<file path="config.mk">
export PLATFORM = sky130hd
export DESIGN_NAME = alu_result_packer
export DESIGN_NICKNAME = d
export VERILOG_FILES = /design/src/rtl/alu_result_packer.sv
export SDC_FILE = /design/constraint.sdc
export NUM_CORES = 1
export LEC_CHECK = 0
export BUFFER_PORTS_ARGS = -buffer_cell sky130_fd_sc_hd__buf_4
export CAP_MARGIN = 20
export CORE_ASPECT_RATIO = 1.75
export CORE_UTILIZATION = 34
export CTS_CLUSTER_SIZE = 25
export DETAILED_ROUTE_END_ITERATION = 10
export MAX_ROUTING_LAYER = met4
export PLACE_DENSITY = 0.58
export SETUP_SLACK_MARGIN = 0.15
export SLEW_MARGIN = 30
export SYNTH_ARGS = -nofsm -noshare
export SYNTH_HDL_FRONTEND = slang
export SYNTH_SLANG_ARGS = --single-unit
</file>
<file path="constraint.sdc">
create_clock -name CLK -period 1.95 [get_ports CLK]
set_input_delay 0.0975 -clock CLK [delete_from_list [all_inputs] [get_ports CLK]]
set_output_delay 0.0975 -clock CLK [all_outputs]
set_load 0.005 [all_outputs]
</file>
<file path="src/rtl/alu_result_packer.sv">
// Captures ALU unit results, tags them with a source/carry header and streams
// them LSB-first as byte frames into a UART TX parallel interface.
module alu_result_packer #(
  parameter int DATA_WIDTH = 16
) (
  input  logic                  CLK,
  input  logic                  RST,
  input  logic [DATA_WIDTH-1:0] Arith_OUT,
  input  logic                  carry_OUT,
  input  logic                  Arith_flag,
  input  logic [DATA_WIDTH-1:0] Logic_OUT,
  input  logic                  Logic_flag,
  input  logic                  CMP_OUT,
  input  logic                  CMP_flag,
  input  logic [DATA_WIDTH-1:0] SHIFT_OUT,
  input  logic                  SHIFT_flag,
  input  logic                  TX_BUSY,
  input  logic                  CLR_OVR,
  output logic [7:0]            TX_P_DATA,
  output logic                  TX_D_VLD,
  output logic                  PACK_BUSY,
  output logic                  OVERRUN
);

  localparam int NBYTES = DATA_WIDTH / 8;
  localparam int IDXW   = $clog2(NBYTES + 1);

  typedef enum logic [1:0] {IDLE, ISSUE, WAIT_HI, WAIT_LO} state_t;

  state_t                state_q, state_d;
  logic [IDXW-1:0]       idx_q, idx_d;
  logic [DATA_WIDTH-1:0] act_data_q, act_data_d;
  logic [2:0]            act_tag_q, act_tag_d;
  logic [DATA_WIDTH-1:0] pend_data_q, pend_data_d;
  logic [2:0]            pend_tag_q, pend_tag_d;
  logic                  pend_valid_q, pend_valid_d;
  logic                  ovr_q, ovr_d;
  logic [7:0]            tx_data_q, tx_data_d;
  logic                  busy_q, busy_d;

  logic                  cap;
  logic [DATA_WIDTH-1:0] cap_data;
  logic [2:0]            cap_tag;
  logic [7:0]            cur_byte;
  logic                  issue;
  logic                  last_byte;
  logic                  frame_done;

  // Fixed-priority select of the winning unit; tag is {carry, src}.
  always_comb begin
    cap      = Arith_flag | Logic_flag | CMP_flag | SHIFT_flag;
    cap_data = SHIFT_OUT;
    cap_tag  = 3'b011;
    if (Arith_flag) begin
      cap_data = Arith_OUT;
      cap_tag  = {carry_OUT, 2'b00};
    end else if (Logic_flag) begin
      cap_data = Logic_OUT;
      cap_tag  = 3'b001;
    end else if (CMP_flag) begin
      cap_data = {{(DATA_WIDTH-1){1'b0}}, CMP_OUT};
      cap_tag  = 3'b010;
    end
  end

  always_comb begin
    cur_byte = {5'b10100, act_tag_q};
    for (int i = 0; i < NBYTES; i++) begin
      if (idx_q == IDXW'(i + 1)) cur_byte = act_data_q[i*8 +: 8];
    end
  end

  assign issue      = (state_q == ISSUE) && !TX_BUSY;
  assign last_byte  = (idx_q == IDXW'(NBYTES));
  assign frame_done = (state_q == WAIT_LO) && !TX_BUSY && last_byte;

  always_comb begin
    state_d      = state_q;
    idx_d        = idx_q;
    act_data_d   = act_data_q;
    act_tag_d    = act_tag_q;
    pend_data_d  = pend_data_q;
    pend_tag_d   = pend_tag_q;
    pend_valid_d = pend_valid_q;
    ovr_d        = CLR_OVR ? 1'b0 : ovr_q;
    tx_data_d    = tx_data_q;

    unique case (state_q)
      IDLE: ;
      ISSUE: begin
        if (!TX_BUSY) begin
          tx_data_d = cur_byte;
          state_d   = WAIT_HI;
        end
      end
      WAIT_HI: begin
        if (TX_BUSY) state_d = WAIT_LO;
      end
      WAIT_LO: begin
        if (!TX_BUSY) begin
          if (!last_byte) begin
            idx_d   = idx_q + 1'b1;
            state_d = ISSUE;
          end else begin
            idx_d = '0;
            if (pend_valid_q) begin
              act_data_d   = pend_data_q;
              act_tag_d    = pend_tag_q;
              pend_valid_d = 1'b0;
              state_d      = ISSUE;
            end else begin
              state_d = IDLE;
            end
          end
        end
      end
      default: state_d = IDLE;
    endcase

    // A frame finishing this cycle frees a slot, so a new capture never drops then.
    if (cap) begin
      if (state_q == IDLE || (frame_done && !pend_valid_q)) begin
        act_data_d = cap_data;
        act_tag_d  = cap_tag;
        state_d    = ISSUE;
      end else if (!pend_valid_q || frame_done) begin
        pend_data_d  = cap_data;
        pend_tag_d   = cap_tag;
        pend_valid_d = 1'b1;
      end else begin
        ovr_d = 1'b1;
      end
    end

    busy_d = (state_d != IDLE) | pend_valid_d;
  end

  always_ff @(posedge CLK or negedge RST) begin
    if (!RST) begin
      state_q      <= IDLE;
      idx_q        <= '0;
      act_data_q   <= '0;
      act_tag_q    <= '0;
      pend_data_q  <= '0;
      pend_tag_q   <= '0;
      pend_valid_q <= 1'b0;
      ovr_q        <= 1'b0;
      tx_data_q    <= '0;
      busy_q       <= 1'b0;
    end else begin
      state_q      <= state_d;
      idx_q        <= idx_d;
      act_data_q   <= act_data_d;
      act_tag_q    <= act_tag_d;
      pend_data_q  <= pend_data_d;
      pend_tag_q   <= pend_tag_d;
      pend_valid_q <= pend_valid_d;
      ovr_q        <= ovr_d;
      tx_data_q    <= tx_data_d;
      busy_q       <= busy_d;
    end
  end

  assign TX_D_VLD  = issue;
  assign TX_P_DATA = issue ? cur_byte : tx_data_q;
  assign PACK_BUSY = busy_q;
  assign OVERRUN   = ovr_q;

endmodule

</file>
* Word-level counts from Yosys, hierarchy flattened
Cells that the tools add are included.
** Word-level totals
- Flip-flop bits (word level) :: 53
- Bits of input ports :: 58
- Word-level logic and storage cells :: 75
** Cells by class
- Add/subtract/negate cells :: 1
- Equal/unequal tests :: 5
- Multiplexer cells :: 40
- Bitwise operators :: 6
- Reduce and logical (&&, ||, !) cells :: 13
** Operator list (number)
- 2-to-1 mux 16 bit :: 9
- 2-to-1 mux 8 bit :: 3
- 2-to-1 mux 3 bit :: 7
- 2-to-1 mux 2 bit :: 7
- 2-to-1 mux 1 bit :: 13
- equality test 2 bit (second input constant) :: 3
- one-hot mux 2 bit (3 select lines) :: 1
- equality test 2 x 1 -> 1 bit (second input constant) :: 2
- logical AND 1 bit :: 4
- OR 1 bit :: 4
- AND reduction 2 bit :: 2
- AND reduction 3 bit :: 1
- adder 2 x 1 -> 2 bit (second input constant) :: 1
- logical NOT 1 bit :: 2
- logical NOT 2 bit :: 1
- logical OR 1 bit :: 2
- NOT 1 bit :: 2
- nonzero test 2 bit :: 1

* Longest topological paths before layout
Gate-level depths: netlist of run 1.
- Depth after elaboration :: 9
- Depth in mapped cells :: 7
- Gate-level depth less buffers :: 4

* Least setup slack after synthesis of run 1
OpenSTA, ideal clock, no wires.
- Kind :: register to register
- Start point :: register idx_q[0]
- End point :: register pend_tag_q[1]
- Setup time :: 0.125 ns
- Arrival time :: 1.522 ns
- Required time :: 1.825 ns
- Path slack :: 0.304 ns
- Cell stages (with the launch flop) :: 6
- Path buffers :: 1
- Period minus slack after synthesis :: 1.646 ns
- Path through :: dfrtp_1 nand2b_4 buf_6 o311a_4 nand2_8 mux2_2
** Between the ends
- Longest elaborated chain between the ends :: 6
** Ends and longest elaborated chain
- start, declared :: line 31 : logic [IDXW-1:0] idx_q, idx_d;
- start signal, assigned :: line 152 : idx_q <= idx_d;
- equality test 2 bit * :: line 74 : assign last_byte = (idx_q == IDXW'(NBYTES));
- logical AND 1 bit * :: line 75 : assign frame_done = (state_q == WAIT_LO) && !TX_BUSY && last_byte;
- logical AND 1 bit :: line 122 : if (state_q == IDLE || (frame_done && !pend_valid_q)) begin
- logical OR 1 bit :: line 122
- NOT 1 bit (no source line)
- AND reduction 3 bit (no source line) *
- end signal, assigned :: line 156 : pend_tag_q <= pend_tag_d;
- end, declared :: line 35 : logic [2:0] pend_tag_q, pend_tag_d;
Every way passes the cells marked *; elsewhere a longest branch is shown, timed or not.
A chain may end at the register's enable or synchronous reset.

* Final worst setup path of run 1
- Start point :: register idx_q[0]
- End point :: register pend_data_q[5]
** Between the ends
- Longest elaborated chain between the ends :: 6
** Ends and longest elaborated chain
- equality test 2 bit * :: line 74
- logical AND 1 bit * :: line 75
- logical AND 1 bit :: line 122
- logical OR 1 bit :: line 122
- NOT 1 bit (no source line)
- AND reduction 3 bit (no source line) *
- end signal, assigned :: line 155 : pend_data_q <= pend_data_d;
- end, declared :: line 34 : logic [DATA_WIDTH-1:0] pend_data_q, pend_data_d;
Marked as above.

==> impl_metrics.yaml, run 1 <==
timing:
  max_freq_mhz: 583
  drv_slew: 0
  fin_skew_ns: 0.00510
  finalCritPeriodShare_pct: 87.9
  grt_setup_unrepaired: "no"
  hold_violations: 0
  setup_tns_ns: 0
  post-route-min-period_ns: 1.71
  fin_ws_ns: 0.236
  slew_headroom_pct: 55.5
  tightest_slew_ns: 0.668
  finalSetupViolations: 0
synth:
  ys_warn_count: 0
  yosys.area.top_type: "dfrtp_1"
  async_reset_ff_share_pct: 100
  synth_edf_count: 0
  syn_area_per_cell_um2: 10.8
  yosysSeqAreaShare_pct: 46.7
  synthTopCellsByArea: "dfrtp_1 47%, mux2i_1 19%, a22oi_1 4.8%, o21a_1 4.2%, nand2_1 3.7%"
  syn_inst: 263
  synth_nets: 321
  yosysTopAreaCellShare_pct: 46.7
  synth_cell_types: 38
  synth_ff_type: "dfrtp_1"
  ys_seq_elements: 53
  synth_commonest_cells: "53 x dfrtp_1, 53 x mux2i_1, 28 x nand2_1"
  synthesis.area_um2: 2840
finish:
  drive_gt1_share_pct: 31.4
  fin_nets: 389
  final_cells: 421
  n_antenna_cell: 0
  area_growth_pct: 26.9
  final_util_pct: 44.9
  stdcell_area_um2: 3600
  fillCellCount: 781
flow_run:
  maxCapViolations: 0
setup_path:
  required_ns: 2.15
  worstPathArrival_ns: 1.92
  critPathKind: "reg2reg"
  worstPathMaxFanout: 14
  cp-start-kind: "flop"
  cp_slowest_cell: "dfrtp_2"
  crit_path_end_kind: "flop"
  crit_path_cell_trace: "nand2b_4 -> o311a_4 -> nand2_8 -> buf_4 -> mux2i_1"
  max_stage_delay_ns: 0.45
power:
  p_leak_nw: 1.71
  peakVddDrop_v: 0.000520
  power_density_nw_per_um2: 1260
floorplanning:
  dieArea_um2: 8730
  row_count: 43
  core-area_um2: 8020
  start_util_pct: 35.4
  boundaryPins: 69
  die_y_um: 123
  die_w_um: 71.1
routing:
  drc: 0
  routed-via-count: 2130
  drt_iter0_drc: 99
  drt_pass1_iterations: 6
  wirelength_um: 6440
  viasPerCell: 5.06
  postRouteAntennaNets: 0
  routedWlPerCell_um: 15.3
cts:
  htreeDepth: 2
  cts_root_buffer: "clkbuf_16"
  cts_sinks: 53
  numCtsBuffers: 5
  cts_setup_buffers: 0
  insertion_delay_ns: 0.28
  cts.reportedPaths.clkPinSlew_ns: 0.06
  clock_path_buffers: 2
  cts_tree: "yes"
place:
  port_buffers: 68
  placed_area_um2: 3410
  hpwl_um: 4680
  gp_congestion: 0.705
  dp_cells: 412
  pre_cts_ws_ns: 0.230
global_routing:
  grt_pass1_vias: 2164
  antenna_found_initial: 0
  grt_pass1_wl_um: 10700
  overflow: 0
  grt_usage_pct: 16.3
  grt_max_degree: 54
outcome:
  status: "complete, no violations"
worst_hold_path:
  min_path_type: "in2reg"
## worst max-delay path: cells and delay by family, from the launching register on
family	cells	cell delay, ns
flops	1	0.45
simple gates	2	0.38
mux	1	0.20
buf+inv	1	0.19
compound gates	1	0.41
## sequential cells by signal (all words and copies together) (netlist names), 2 cells and up
register and count:
state_q 2, pend_data_q 16, tx_data_q 8, pend_tag_q 3, act_data_q 16, act_tag_q 3
idx_q 2
## worst paths after layout
path	startpoint	endpoint	slack, ns	cells past startpoint
max	idx_q[0]	pend_data_q[5]	0.24	5
min	TX_BUSY	state_q[0]	0.08	2
max reg2reg	idx_q[0]	pend_data_q[5]	0.24	5
min reg2reg	tx_data_q[1]	tx_data_q[1]	0.48	2
max in group asynchronous	RST	state_q[0]	1.08	2
min in group asynchronous	RST	act_data_q[11]	0.39	2
## layer usage
metal	vias up	track usage, %	part of all wire [%]
met3	5	2.55	2.4
met5	-	-	0
met1	1023	18.9	43
li1	1063	-	-
met4	0	4.88	1.1
met2	39	28.9	53
## final cells by class
cell class / count / area, um2 / share of cell area (%)
well taps: 90 / 113 / 3.13
multi-input cells: 174 / 1370 / 37.9
flip-flops and latches: 53 / 1330 / 37.0
repair buffers: 75 / 566 / 15.7
inverters: 22 / 82.6 / 2.29
clock buffers: 7 / 143 / 3.96
## timing repair
| action | in CTS | in global routing |
|---|---|---|
| endpoints found under the setup margin | 4 | 6 |
| cloned | 0 | 1 |
| gates resized for setup | 4 | 6 |
| hold buffers | 1 | 0 |
| hold endpoints to repair | 53 | 0 |
## kinds of logic (layout without fill, tap and decap cells)
logic type | Yosys count | count (layout) | synth area share, %
AO/OA/AOI/OAI | 63 | 63 | 16.5
adder cells (fa/ha/maj) | 1 | 1 | 0.353
buffers and inverters | 37 | 104 | 6.48
flip-flops | 53 | 53 | 46.7
multiplexers | 56 | 56 | 19.9
AND/OR/NAND/NOR | 53 | 54 | 10.1
## cell usage in the layout (no fill, tap or decap), drive strengths merged, types with 2 or more instances in the layout
cell type	Yosys	final
buf	6	74
mux2i	53	53
dfrtp	53	53
nand2	29	29
inv	22	22
a22oi	18	18
o21a	16	16
o21ai	10	10
nor2	8	8
clkbuf	9	7
o22ai	5	5
nor2b	4	4
o31ai	4	4
nand2b	3	4
a21oi	3	3
mux2	3	3
a21o	2	2
nor3	2	2
or2	2	2
and2	2	2
## per-stage QoR
stage / hold WS [ns] / power (mW)
after detailed placement: 0.190 / 3.62
after global routing: 0.0841 / 4.86
after CTS: 0.0725 / 4.53
after floorplan: -0.198 / 3.06
final: 0.0754 / 4.53
after global placement: 0.177 / 3.55
## power breakdown
part	internal, mW	switching (mW)	leakage, nW	total, mW
clock network	0.504	0.354	0.0700	0.858
logic	0.863	0.832	1.01	1.69
registers	1.62	0.353	0.634	1.97
Note: power is estimated with default switching activity, not from simulation.
==> inputs of run 2 (changes only) <==
--- a/config.mk
+++ b/config.mk
@@ -8,11 +8,12 @@
 export BUFFER_PORTS_ARGS = -buffer_cell sky130_fd_sc_hd__buf_4
 export CAP_MARGIN = 20
 export CORE_ASPECT_RATIO = 1.75
-export CORE_UTILIZATION = 34
+export CORE_UTILIZATION = 53
+export CTS_BUF_LIST = sky130_fd_sc_hd__clkbuf_4 sky130_fd_sc_hd__clkbuf_8 sky130_fd_sc_hd__clkbuf_16
 export CTS_CLUSTER_SIZE = 25
 export DETAILED_ROUTE_END_ITERATION = 10
 export MAX_ROUTING_LAYER = met4
-export PLACE_DENSITY = 0.58
+export PLACE_DENSITY = 0.82
 export SETUP_SLACK_MARGIN = 0.15
 export SLEW_MARGIN = 30
 export SYNTH_ARGS = -nofsm -noshare
==> impl_metrics.yaml, run 2 (synthesis results as in run 1) <==
outcome:
  status: "finished, violations left"
  violations: "design-rule violations"
cts:
  cts_root_buffer: "clkbuf_8"
  cts_tree: "yes"
  insertion_delay_ns: 0.31
  cts_sinks: 53
  htreeDepth: 2
  clock_path_buffers: 2
  cts.reportedPaths.clkPinSlew_ns: 0.09
  numCtsBuffers: 5
setup_path:
  max_stage_delay_ns: 0.47
  worstPathMaxFanout: 18
  required_ns: 1.85
  critPathKind: "reg2out"
  critPathLaunch: "state_q[1]"
  crit_path_end_kind: "primary output"
  reg2regPathDepth: 4
  cp-start-kind: "flop"
  timing.critical_path.buf_inv: 1
  worstPathArrival_ns: 1.62
  critPathTopFamily: "flip-flops"
  cp_slowest_cell: "dfrtp_1"
  r2r_end: "act_data_q[12]"
  crit_path_cell_trace: "or2_4 -> o31ai_1 -> buf_4"
  r2r_slack_ns: 0.25
  r2r_start: "idx_q[0]"
floorplanning:
  die_y_um: 98.8
  boundaryPins: 69
  dieArea_um2: 5660
  row_count: 34
  core-area_um2: 5060
  start_util_pct: 56.1
  die_w_um: 57.3
finish:
  n_antenna_cell: 0
  layout_common_cells: "76 x buf_4, 53 x mux2i_1, 50 x dfrtp_1"
  largest_registers: "act_data_q: 16 flops, pend_data_q: 16 flops, tx_data_q: 8 flops"
  fillCellCount: 386
  stdcell_area_um2: 3570
  area_growth_pct: 25.8
  drive_gt1_share_pct: 31.7
  fin_nets: 391
  layout_commonest_cell: "buf_4"
global_routing:
  antenna_found_initial: 0
  overflow: 0
  grt_max_degree: 54
  grt_pass1_wl_um: 10200
  grt_usage_pct: 24.3
  grt_pass1_vias: 2213
place:
  gp_congestion: 0.780
  placed_area_um2: 3360
  hpwl_um: 4420
  port_buffers: 68
  pre_cts_ws_ns: 0.241
power:
  peakVddDrop_v: 0.000681
  finalPower_mw: 4.55
  p_leak_nw: 1.72
  power_density_nw_per_um2: 1280
routing:
  drt_pass1_iterations: 7
  routed-via-count: 2182
  wirelength_um: 6200
  drt_iter0_drc: 66
  routedWlPerCell_um: 16.0
  drc: 4
  postRouteAntennaNets: 0
  viasPerCell: 5.62
worst_hold_path:
  hp-start: "TX_BUSY"
  min_path_type: "in2reg"
  min_to: "state_q[0]"
  min_path_cells: 2
timing:
  setup_tns_ns: 0
  finalSetupViolations: 0
  max_freq_mhz: 581
  slew_headroom_pct: 56.9
  drv_slew: 0
  tightest_slew_ns: 0.647
  finalCritPeriodShare_pct: 88.3
  hold_violations: 0
  post-route-min-period_ns: 1.72
  fin_ws_ns: 0.228
  grt_setup_unrepaired: "no"
  fin_skew_ns: 0.00704
flow_run:
  maxCapViolations: 0
-- run 2: changes by cell type in the layout (fill, tap and decap cells not counted), moves of 2 or more --
cell and change:
bufinv_16 +2, clkbuf_16 -5, clkbuf_8 +4, buf_4 +2
-- run 2: through the flow --
step / hold slack (ns) / std cells / utilization, %
after floorplan: -0.198 / 263 / -
after global placement: 0.164 / 375 / 66.3
after detailed placement: 0.168 / 375 / 66.3
after CTS: 0.0468 / 384 / 69.5
after global routing: 0.0466 / 388 / 70.5
final: 0.0525 / 388 / 70.5
-- run 2: power by group --
| group | internal (mW) | switching [mW] | total, mW |
|---|---|---|---|
| Sequential | 1.62 | 0.360 | 1.98 |
| Combinational | 0.867 | 0.825 | 1.69 |
| Clock | 0.517 | 0.367 | 0.884 |
-- run 2: repair_timing --
| item | 4_1_cts | 5_1_grt |
|---|---|---|
| hold buffers | 1 | 0 |
| endpoints found under the setup margin | 8 | 9 |
| resized for setup | 4 | 4 |
| buffers inserted | 0 | 4 |
| endpoints found under the hold margin | 53 | 0 |
-- run 2: area by class of cell --
cell class / instances / area, um2 / share of cell area [%]
Multi-Input combinational cell: 173 / 1350 / 37.9
Timing Repair Buffer: 78 / 601 / 16.8
Inverter: 22 / 82.6 / 2.31
Clock buffer: 5 / 68.8 / 1.93
Clock inverter: 3 / 68.8 / 1.93
Tap cell: 54 / 67.6 / 1.89
Sequential cell: 53 / 1330 / 37.3
-- run 2: metal layers --
layer  vias to the layer above  part of all wire, %  global-route usage [%]
met5                         -                    0                       -
met4                         0                  1.7                    9.19
li1                       1066                    -                       -
met1                      1055                   42                    30.1
met3                        10                  3.1                    3.15
met2                        51                   53                    40.3
-- run 2: how the worst max path moves through the flow --
| stage | end | slack, ns | depth (start not counted) |
|---|---|---|---|
| final | TX_P_DATA[1] | 0.23 | 3 |
| after global routing | act_data_q[12] | 0.16 | 4 |
| after CTS | TX_P_DATA[1] | 0.17 | 5 |
| after detailed placement | pend_tag_q[1] | 0.24 | 4 |
| after global placement | pend_tag_q[1] | 0.28 | 4 |
| after floorplan | pend_tag_q[1] | 0.30 | 5 |
